--- src/rtl/udma_ext_per_byte_adapter.sv ---
// Byte serialiser (TX) and word packer (RX) between the uDMA dual-clock FIFOs and a byte-wide peripheral.
// Optional RX idle-timeout flush of partial words: define UDMA_EXT_PER_RX_TIMEOUT_EN.
module udma_ext_per_byte_adapter #(
  parameter int unsigned TIMEOUT_W = 8
) (
  input  logic                 clk_i,
  input  logic                 rstn_i,
  input  logic                 cfg_en_i,
  input  logic                 cfg_clr_i,
  input  logic [1:0]           cfg_datasize_i,
  input  logic [TIMEOUT_W-1:0] cfg_timeout_i,
  input  logic [31:0]          tx_word_i,
  input  logic                 tx_word_valid_i,
  output logic                 tx_word_ready_o,
  output logic [7:0]           tx_byte_o,
  output logic                 tx_byte_valid_o,
  input  logic                 tx_byte_ready_i,
  input  logic [7:0]           rx_byte_i,
  input  logic                 rx_byte_valid_i,
  output logic                 rx_byte_ready_o,
  output logic [31:0]          rx_word_o,
  output logic                 rx_word_valid_o,
  input  logic                 rx_word_ready_i,
  output logic [2:0]           rx_word_bytes_o,
  output logic                 busy_o
);

  typedef enum logic {
    TX_IDLE  = 1'b0,
    TX_SHIFT = 1'b1
  } tx_state_e;

  typedef enum logic {
    RX_FILL = 1'b0,
    RX_OUT  = 1'b1
  } rx_state_e;

  function automatic logic [2:0] bytes_per_word(input logic [1:0] ds);
    logic [2:0] n;
    case (ds)
      2'd0:    n = 3'd1;
      2'd1:    n = 3'd2;
      default: n = 3'd4;
    endcase
    return n;
  endfunction

  tx_state_e   tx_state_q, tx_state_d;
  logic [31:0] tx_shreg_q, tx_shreg_d;
  logic [2:0]  tx_cnt_q,   tx_cnt_d;

  rx_state_e   rx_state_q, rx_state_d;
  logic [31:0] rx_pack_q,  rx_pack_d;
  logic [2:0]  rx_idx_q,   rx_idx_d;
  logic [2:0]  rx_n_q,     rx_n_d;
  logic [2:0]  rx_bytes_q, rx_bytes_d;
  logic [2:0]  rx_n_eff_s;
  logic        rx_byte_xfer_s;

`ifdef UDMA_EXT_PER_RX_TIMEOUT_EN
  logic [TIMEOUT_W-1:0] rx_tmo_q, rx_tmo_d;
`else
  logic unused_tmo_s;
  assign unused_tmo_s = ^cfg_timeout_i;
`endif

  // Handshake outputs are pure functions of state; clear forces them low in its own cycle.
  assign tx_word_ready_o = (tx_state_q == TX_IDLE)  && cfg_en_i && !cfg_clr_i;
  assign tx_byte_valid_o = (tx_state_q == TX_SHIFT) && !cfg_clr_i;
  assign tx_byte_o       = tx_shreg_q[7:0];
  assign rx_byte_ready_o = (rx_state_q == RX_FILL)  && cfg_en_i && !cfg_clr_i;
  assign rx_word_valid_o = (rx_state_q == RX_OUT)   && !cfg_clr_i;
  assign rx_word_o       = rx_pack_q;
  assign rx_word_bytes_o = rx_bytes_q;
  assign busy_o          = (tx_state_q != TX_IDLE) || (rx_state_q == RX_OUT) || (rx_idx_q != 3'd0);

  assign rx_byte_xfer_s  = rx_byte_ready_o && rx_byte_valid_i;
  // Word length is sampled on the first byte and frozen for the rest of the word.
  assign rx_n_eff_s      = (rx_idx_q == 3'd0) ? bytes_per_word(cfg_datasize_i) : rx_n_q;

  // TX next-state: load a word in idle, shift out one byte per accepted transfer.
  always_comb begin
    tx_state_d = tx_state_q;
    tx_shreg_d = tx_shreg_q;
    tx_cnt_d   = tx_cnt_q;
    if (cfg_clr_i) begin
      tx_state_d = TX_IDLE;
      tx_shreg_d = 32'h0000_0000;
      tx_cnt_d   = 3'd0;
    end else begin
      case (tx_state_q)
        TX_IDLE: begin
          if (cfg_en_i && tx_word_valid_i) begin
            tx_state_d = TX_SHIFT;
            tx_shreg_d = tx_word_i;
            tx_cnt_d   = bytes_per_word(cfg_datasize_i);
          end else begin
            tx_state_d = TX_IDLE;
          end
        end
        TX_SHIFT: begin
          if (tx_byte_ready_i) begin
            if (tx_cnt_q == 3'd1) begin
              tx_state_d = TX_IDLE;
              tx_shreg_d = 32'h0000_0000;
              tx_cnt_d   = 3'd0;
            end else begin
              tx_shreg_d = {8'h00, tx_shreg_q[31:8]};
              tx_cnt_d   = tx_cnt_q - 3'd1;
            end
          end else begin
            tx_state_d = TX_SHIFT;
          end
        end
        default: begin
          tx_state_d = TX_IDLE;
          tx_shreg_d = 32'h0000_0000;
          tx_cnt_d   = 3'd0;
        end
      endcase
    end
  end

  // RX next-state: pack bytes into lanes, present the word, optionally flush on idle timeout.
  always_comb begin
    rx_state_d = rx_state_q;
    rx_pack_d  = rx_pack_q;
    rx_idx_d   = rx_idx_q;
    rx_n_d     = rx_n_q;
    rx_bytes_d = rx_bytes_q;
`ifdef UDMA_EXT_PER_RX_TIMEOUT_EN
    rx_tmo_d   = rx_tmo_q;
`endif
    if (cfg_clr_i) begin
      rx_state_d = RX_FILL;
      rx_pack_d  = 32'h0000_0000;
      rx_idx_d   = 3'd0;
      rx_n_d     = 3'd0;
      rx_bytes_d = 3'd0;
`ifdef UDMA_EXT_PER_RX_TIMEOUT_EN
      rx_tmo_d   = '0;
`endif
    end else begin
      case (rx_state_q)
        RX_FILL: begin
          if (rx_byte_xfer_s) begin
            rx_pack_d[{rx_idx_q[1:0], 3'b000} +: 8] = rx_byte_i;
            rx_idx_d = rx_idx_q + 3'd1;
            rx_n_d   = rx_n_eff_s;
`ifdef UDMA_EXT_PER_RX_TIMEOUT_EN
            rx_tmo_d = '0;
`endif
            if (rx_idx_q == (rx_n_eff_s - 3'd1)) begin
              rx_state_d = RX_OUT;
              rx_bytes_d = rx_n_eff_s;
            end else begin
              rx_state_d = RX_FILL;
            end
          end else begin
`ifdef UDMA_EXT_PER_RX_TIMEOUT_EN
            // A byte arriving on the expiry cycle wins because it takes the branch above.
            if ((rx_idx_q != 3'd0) && (cfg_timeout_i != '0)) begin
              if (rx_tmo_q == cfg_timeout_i) begin
                rx_state_d = RX_OUT;
                rx_bytes_d = rx_idx_q;
                rx_tmo_d   = '0;
              end else begin
                rx_tmo_d   = rx_tmo_q + TIMEOUT_W'(1);
              end
            end else begin
              rx_tmo_d = '0;
            end
`else
            rx_state_d = RX_FILL;
`endif
          end
        end
        RX_OUT: begin
          if (rx_word_ready_i) begin
            rx_state_d = RX_FILL;
            rx_pack_d  = 32'h0000_0000;
            rx_idx_d   = 3'd0;
            rx_bytes_d = 3'd0;
          end else begin
            rx_state_d = RX_OUT;
          end
        end
        default: begin
          rx_state_d = RX_FILL;
          rx_pack_d  = 32'h0000_0000;
          rx_idx_d   = 3'd0;
          rx_bytes_d = 3'd0;
        end
      endcase
    end
  end

  // State and datapath registers for both paths.
  always_ff @(posedge clk_i or negedge rstn_i) begin
    if (!rstn_i) begin
      tx_state_q <= TX_IDLE;
      tx_shreg_q <= 32'h0000_0000;
      tx_cnt_q   <= 3'd0;
      rx_state_q <= RX_FILL;
      rx_pack_q  <= 32'h0000_0000;
      rx_idx_q   <= 3'd0;
      rx_n_q     <= 3'd0;
      rx_bytes_q <= 3'd0;
`ifdef UDMA_EXT_PER_RX_TIMEOUT_EN
      rx_tmo_q   <= '0;
`endif
    end else begin
      tx_state_q <= tx_state_d;
      tx_shreg_q <= tx_shreg_d;
      tx_cnt_q   <= tx_cnt_d;
      rx_state_q <= rx_state_d;
      rx_pack_q  <= rx_pack_d;
      rx_idx_q   <= rx_idx_d;
      rx_n_q     <= rx_n_d;
      rx_bytes_q <= rx_bytes_d;
`ifdef UDMA_EXT_PER_RX_TIMEOUT_EN
      rx_tmo_q   <= rx_tmo_d;
`endif
    end
  end

endmodule

--- config.mk ---
export PLATFORM = sky130hd
export DESIGN_NAME = udma_ext_per_byte_adapter
export DESIGN_NICKNAME = d
export VERILOG_FILES = /design/src/rtl/udma_ext_per_byte_adapter.sv
export SDC_FILE = /design/constraint.sdc
export NUM_CORES = 1
export LEC_CHECK = 0
export BUFFER_PORTS_ARGS = -buffer_cell sky130_fd_sc_hd__buf_2
export CAP_MARGIN = 20
export CORE_MARGIN = 10
export CORE_UTILIZATION = 35
export DETAILED_ROUTE_END_ITERATION = 16
export PLACE_DENSITY = 0.67
export SLEW_MARGIN = 20
export SYNTH_ARGS = -nofsm -noshare
export SYNTH_HDL_FRONTEND = slang
export SYNTH_SLANG_ARGS = --single-unit
--- constraint.sdc ---
create_clock -name clk_i -period 6.2 [get_ports clk_i]
set_clock_uncertainty 0.1 [all_clocks]
set_input_delay 0.31 -clock clk_i [delete_from_list [all_inputs] [get_ports clk_i]]
set_output_delay 0.31 -clock clk_i [all_outputs]
set_load 0.05 [all_outputs]
==> results.tsv, run 1 <==
metric	value	unit
status	finished with violations	
failed_checks	hold timing	
clkPwrFrac	30.6	%
pwr-share-comb	20.0	%
period_needed	2.81	ns
synthCells	366	
setup-tns-final	0	ns
antenna_cells	0	
worst_pin_slew	0.981	ns
grt_antenna_before_repair	0	
max_stage_delay	0.48	ns
place_area	4110	um^2
crit_type	register to register	
slew_viol_final	0	
fin_area	4290	um^2
synth_fp_nets	432	
cts.sinks	78	
ant_nets	0	
start_util	36.3	%
drc	0	
ys_seq_area_share	54.2	%
yosys.cell_types.count	38	
synthesis.area	3600	um^2
core-area	9910	um^2
timing.hold.ws	-0.00656	ns
vias_per_cell	4.89	
syn_to_final_growth	19.2	%
clkTransAtPathRegs	0.09	ns
rows	36	
root_buffer	clkbuf_8	
final_hold_viol_count	2	
wl_per_cell	15.2	um
htreeDepth	3	
vdd_drop_max	0.0000857	V
hpwl	6620	um
hold_path_class	primary input to asynchronous set/reset pin	
ys_ff_latch	78	
start_kind	register	
p_sw_share	33.7	%
syn_avg_cell_area	9.83	um^2
place_ws	3.39	ns
fillers	990	
crit_family	simple AND/OR/NAND/NOR gates	
final_core_util	43.3	%
setup_violations	0	
crit_path_end_kind	register	
layout_commonest_cell	buf_2	
leakagePower	2.05	nW
rsz0062_at_grt	false	
wl	8920	um
cts_tree	done	
cts_resized	0	
worst_slack	3.39	ns
cap_violations	0	
cts_setup_buffers	0	
fp.dieW	121	um
crit_fanout	7	
slew_headroom	34.6	%
finalCritPeriodShare	45.3	%
layout_common_cells	buf_2, nand2_1, dfrtp_1	
fp.dieArea	14700	um^2
grt_max_degree	79	
hold_buffers	0	
port_buffers	97	
async_flop_share	100	%
crit_arrival	2.94	ns
cts.path.max_buffers	2	
dp_cells	569	
crit_required	6.33	ns
fin_cells	585	
multi_input_area	1470	um^2
finalPower	1.15	mW
ioPinCount	106	
crit_chain	inv_1, ha_1, nor2b_2, mux2i_1, ha_1, xnor2_1, nor2_1, and3_4, o211ai_1	
p_sw	387	uW
drt_iter0_drc	158	
final_layout_size_suffix_gt1_share	27.2	%
numCtsBuffers	9	
final_nets	513	
clk_latency	0.35	ns
seqCellArea	1950	um^2
globalplace.congestion	0.743	
critPathBufInv	1	
yosysWarnings	0	
internal-power	762	uW
overflow	0	
slowest_stage	dfrtp_1	
pwr-share-seq	49.4	%
max_freq	0.356	GHz
synth_top_flop_cell	dfrtp_1	
grt_pass1_vias	2913	
cp_common_cell	ha_1	
routed-via-count	2858	
first_pass_iters	4	
grt_use_total	12.2	%
dieHeight	121	um
synth_edf_count	0	
grt_pass1_wl	14600	um
power_density	268	nW/um^2
-- state kept, by name (all words and copies together), names as in the netlist --
signal	cells
rx_n_q	3
tx_cnt_q	3
rx_word_o	32
tx_state_q	1
rx_state_q	1
rx_idx_q	3
tx_shreg_q	32
rx_word_bytes_o	3
-- synthesized netlist by cell type (3+ instances only) --
library cell  number  area (um^2)
nor2_1            12         45.0
dfrtp_1           78         1950
clkbuf_1           8         30.0
nand3_1            4         20.0
a22o_1            16          140
inv_1              8         30.0
o211ai_1           4         30.0
nor2b_1            5         31.3
a22oi_1           24          180
nand4_1            3         18.8
o21ai_1            9         45.0
buf_2              6         30.0
buf_4             12         90.1
nand2_1           88          330
ha_1               8          100
o21ai_0           51          255
-- power groups by stage --
| stage | clock network (mW) | logic (mW) | registers, mW |
|---|---|---|---|
| 2_1_floorplan | 0 | 0.168 | 0.582 |
| 3_3_place_gp | 0 | 0.224 | 0.576 |
| 3_5_place_dp | 0 | 0.231 | 0.579 |
| 4_1_cts | 0.366 | 0.231 | 0.568 |
| 5_1_grt | 0.389 | 0.254 | 0.574 |
| 6_report | 0.352 | 0.229 | 0.568 |
-- metal layers --
metal / part of all wire, % / vias up / global-route usage (%)
met3: 4.6 / 10 / 3.21
met2: 48 / 57 / 19.5
met1: 46 / 1359 / 15.2
li1: - / 1432 / -
met5: 0 / - / 0
met4: 1.6 / 0 / 5.37
-- final timing paths --
check | start | cells past startpoint | to | slack, ns
min in group clk_i | tx_word_i[29] | 2 | tx_shreg_q[29]$_DFFE_PN0P_ | 0.08
hold / removal | rstn_i | 1 | tx_shreg_q[31]$_DFFE_PN0P_ | -0.007
max in group asynchronous | rstn_i | 1 | rx_word_o[24]$_DFFE_PN0P_ | 5.35
setup reg to reg | rx_idx_q[0]$_DFFE_PN0P_ | 9 | rx_word_bytes_o[1]$_DFFE_PN0P_ | 3.39
hold reg to reg | rx_word_o[17]$_DFFE_PN0P_ | 2 | rx_word_o[17]$_DFFE_PN0P_ | 0.38
setup / recovery | rx_idx_q[0]$_DFFE_PN0P_ | 9 | rx_word_bytes_o[1]$_DFFE_PN0P_ | 3.39
-- worst reg2reg max path, cell delays in order (launching register included) --
cell and delay, ns:
dfrtp_1 0.48, inv_1 0.17, ha_1 0.23, nor2b_2 0.38, mux2i_1 0.36, ha_1 0.30, xnor2_1 0.13, nor2_1 0.20
and3_4 0.25, o211ai_1 0.10
-- cell families (layout without fill, tap and decap cells) --
logic type               count (synthesis)  count (layout)  share of synthesized area, %
multiplexers                             5               5                          1.81
buffers and inverters                   36             122                          5.63
AND/OR/NAND/NOR                        124             124                          15.0
XOR/XNOR                                 3               3                         0.730
AO/OA/AOI/OAI                          112             112                          19.9
flip-flops                              78              78                          54.2
adder cells (fa/ha/maj)                  8               8                          2.78
-- cell type report --
| class | instances | share of cell area, % |
|---|---|---|
| timing repair buffer | 98 | 11.5 |
| inverter | 8 | 0.700 |
| sequential | 78 | 45.5 |
| clock buffer | 9 | 2.89 |
| multi-input combinational | 252 | 34.2 |
| tap | 133 | 3.88 |
| clock inverter | 7 | 1.31 |
Note: power is estimated with default switching activity, not from simulation.
==> run 2, diff against run 1 <==
--- a/config.mk
+++ b/config.mk
@@ -10,7 +10,7 @@
 export CORE_MARGIN = 10
 export CORE_UTILIZATION = 35
 export DETAILED_ROUTE_END_ITERATION = 16
-export PLACE_DENSITY = 0.67
+export PLACE_DENSITY = 0.69
 export SLEW_MARGIN = 20
 export SYNTH_ARGS = -nofsm -noshare
 export SYNTH_HDL_FRONTEND = slang
==> constraint.sdc (replaced) <==
create_clock -name clk_i -period 2.32 [get_ports clk_i]
set_clock_uncertainty 0.1 [all_clocks]
set_input_delay 0.116 -clock clk_i [delete_from_list [all_inputs] [get_ports clk_i]]
set_output_delay 0.116 -clock clk_i [all_outputs]
set_load 0.05 [all_outputs]
==> run 2 against run 1 <==
Compared with the run above: the flow still finishes with violations (hold timing); final cell count is 9.9% higher; via count is 8.0% higher; core utilization is 6.2 points higher; non-clock buffer count is 58 higher; sequential cell count stayed put; die area stayed put; cell area is 14% higher; hold slack hardly changed; sequential share of layout area is 5.6 points lower; combinational power grew to 3.2 times the previous value; power grew to 3.0 times the previous value; clock-buffer cell count is 1 higher; critical path type unchanged; largest power group unchanged; highest routed layer unchanged.
==> results.tsv, run 2 (same netlist as run 1, synthesis figures left out) <==
metric	value	unit
max_freq	0.453	GHz
antenna_cells	0	
finalCritPeriodShare	95.0	%
layout_commonest_cell	buf_2	
cts.path.max_buffers	2	
grt_use_total	13.5	%
drt_iter0_drc	228	
routed-via-count	3088	
globalplace.congestion	0.776	
hold_path_class	primary input to register	
slew_viol_final	0	
numCtsBuffers	9	
slew_headroom	34.7	%
grt_max_degree	70	
drc	0	
first_pass_iters	4	
timing.hold.ws	-0.00700	ns
clk_latency	0.36	ns
whs_path_depth	3	
r2r_cells	9	
max_stage_delay	0.40	ns
timing.reg2reg.setup_slack	0.11	ns
htreeDepth	3	
failed_checks	hold timing	
fp.dieArea	14700	um^2
crit_fanout	4	
worst_pin_slew	0.973	ns
vdd_drop_max	0.000297	V
final_core_util	49.5	%
start_kind	register	
clkTransAtPathRegs	0.08	ns
hp-start	tx_word_i[8]	
leakagePower	2.34	nW
min_to	tx_shreg_q[8]$_DFFE_PN0P_	
final_nets	571	
grt_pass1_wl	16100	um
overflow	0	
power_density	698	nW/um^2
wl_met2	4730	um
met1Wirelength	4360	um
final_layout_size_suffix_gt1_share	28.4	%
wl_per_cell	15.4	um
wl	9870	um
fin_cells	643	
status	finished with violations	
crit_type	register to register	
cap_violations	0	
setup_violations	0	
port_buffers	97	
setup-tns-final	0	ns
crit_required	2.47	ns
fillers	950	
final_hold_viol_count	2	
wl_met3	626	um
fp.dieW	121	um
multi_input_area	1480	um^2
hpwl	6900	um
reg2reg_to	rx_state_q$_DFF_PN0_	
period_needed	2.21	ns
crit_arrival	2.36	ns
syn_to_final_growth	36.2	%
crit_chain	inv_2, ha_4, nor2b_4, mux2i_2, ha_1, xnor2_1, nor2_1, and3_4, or2_1	
layout_common_cells	buf_2, nand2_1, dfrtp_1	
vias_per_cell	4.80	
core-area	9910	um^2
cts_tree	done	
dieHeight	121	um
crit_family	simple AND/OR/NAND/NOR gates	
seqCellArea	1950	um^2
critPathBufInv	1	
finalPower	3.42	mW
cts.sinks	78	
grt_pass1_vias	3208	
ioPinCount	106	
crit_path_end_kind	register	
rows	36	
routed.top_layer	met4	
start_util	36.3	%
rsz0062_at_grt	true	
root_buffer	clkbuf_8	
slowest_stage	dfrtp_1	
ant_nets	0	
dp_cells	583	
grt_antenna_before_repair	0	
rr_startpoint	rx_idx_q[1]$_DFFE_PN0P_	
## run 2: worst reg2reg max path, stage by stage, from the launching register on
cell,delay [ns]
dfrtp_1,0.40
inv_2,0.08
ha_4,0.14
nor2b_4,0.21
mux2i_2,0.26
ha_1,0.27
xnor2_1,0.16
nor2_1,0.08
and3_4,0.19
or2_1,0.20
## run 2: repair_timing
action	CTS	global route
endpoints found under the hold margin	132	0
hold buffers	41	0
pin swaps	0	5
endpoints found under the setup margin	4	4
setup buffers	0	2
resized for setup	1	1
## run 2: worst max path at each step
stage               cells after the start                        endpoint  slack, ns                    start
finish                                  9            rx_state_q$_DFF_PN0_       0.11  rx_idx_q[1]$_DFFE_PN0P_
global route                            9            rx_state_q$_DFF_PN0_      -0.03  rx_idx_q[1]$_DFFE_PN0P_
CTS                                     9            rx_state_q$_DFF_PN0_       0.05  rx_idx_q[1]$_DFFE_PN0P_
detailed placement                      9            rx_state_q$_DFF_PN0_      -0.03  rx_idx_q[1]$_DFFE_PN0P_
global placement                        9            rx_state_q$_DFF_PN0_       0.08  rx_idx_q[0]$_DFFE_PN0P_
floorplan                              10  rx_word_bytes_o[0]$_DFFE_PN0P_       0.01  rx_idx_q[0]$_DFFE_PN0P_
## run 2: layout make-up
| class | count | share of cell area, % |
|---|---|---|
| clock inverters | 6 | 1.89 |
| clock buffers | 10 | 2.81 |
| flip-flops and latches | 78 | 39.9 |
| well taps | 133 | 3.40 |
| repair buffers | 156 | 21.3 |
| multi-input cells | 252 | 30.1 |
| inverters | 8 | 0.613 |
## run 2: report_power, final
part / internal (mW) / total, mW / leakage, nW / switching, mW
Clock: 0.640 / 1.17 / 0.109 / 0.530
Sequential: 1.45 / 1.52 / 1.06 / 0.0617
Combinational: 0.278 / 0.735 / 1.17 / 0.457
Total: 2.37 / 3.42 / 2.34 / 1.05
## run 2: per-layer routing
layer	vias to the layer above	GRT usage [%]
li1	1549	-
met4	0	6.04
met3	12	4.09
met2	94	21.2
met5	-	0
met1	1433	16.8
## run 2: per-stage QoR
step	area (um^2)	setup WS (ns)
after detailed placement	4230	-0.0332
after global placement	4230	0.0768
after CTS	4880	0.0485
after global routing	4900	-0.0292
final	4900	0.115
after floorplan	3620	0.0116
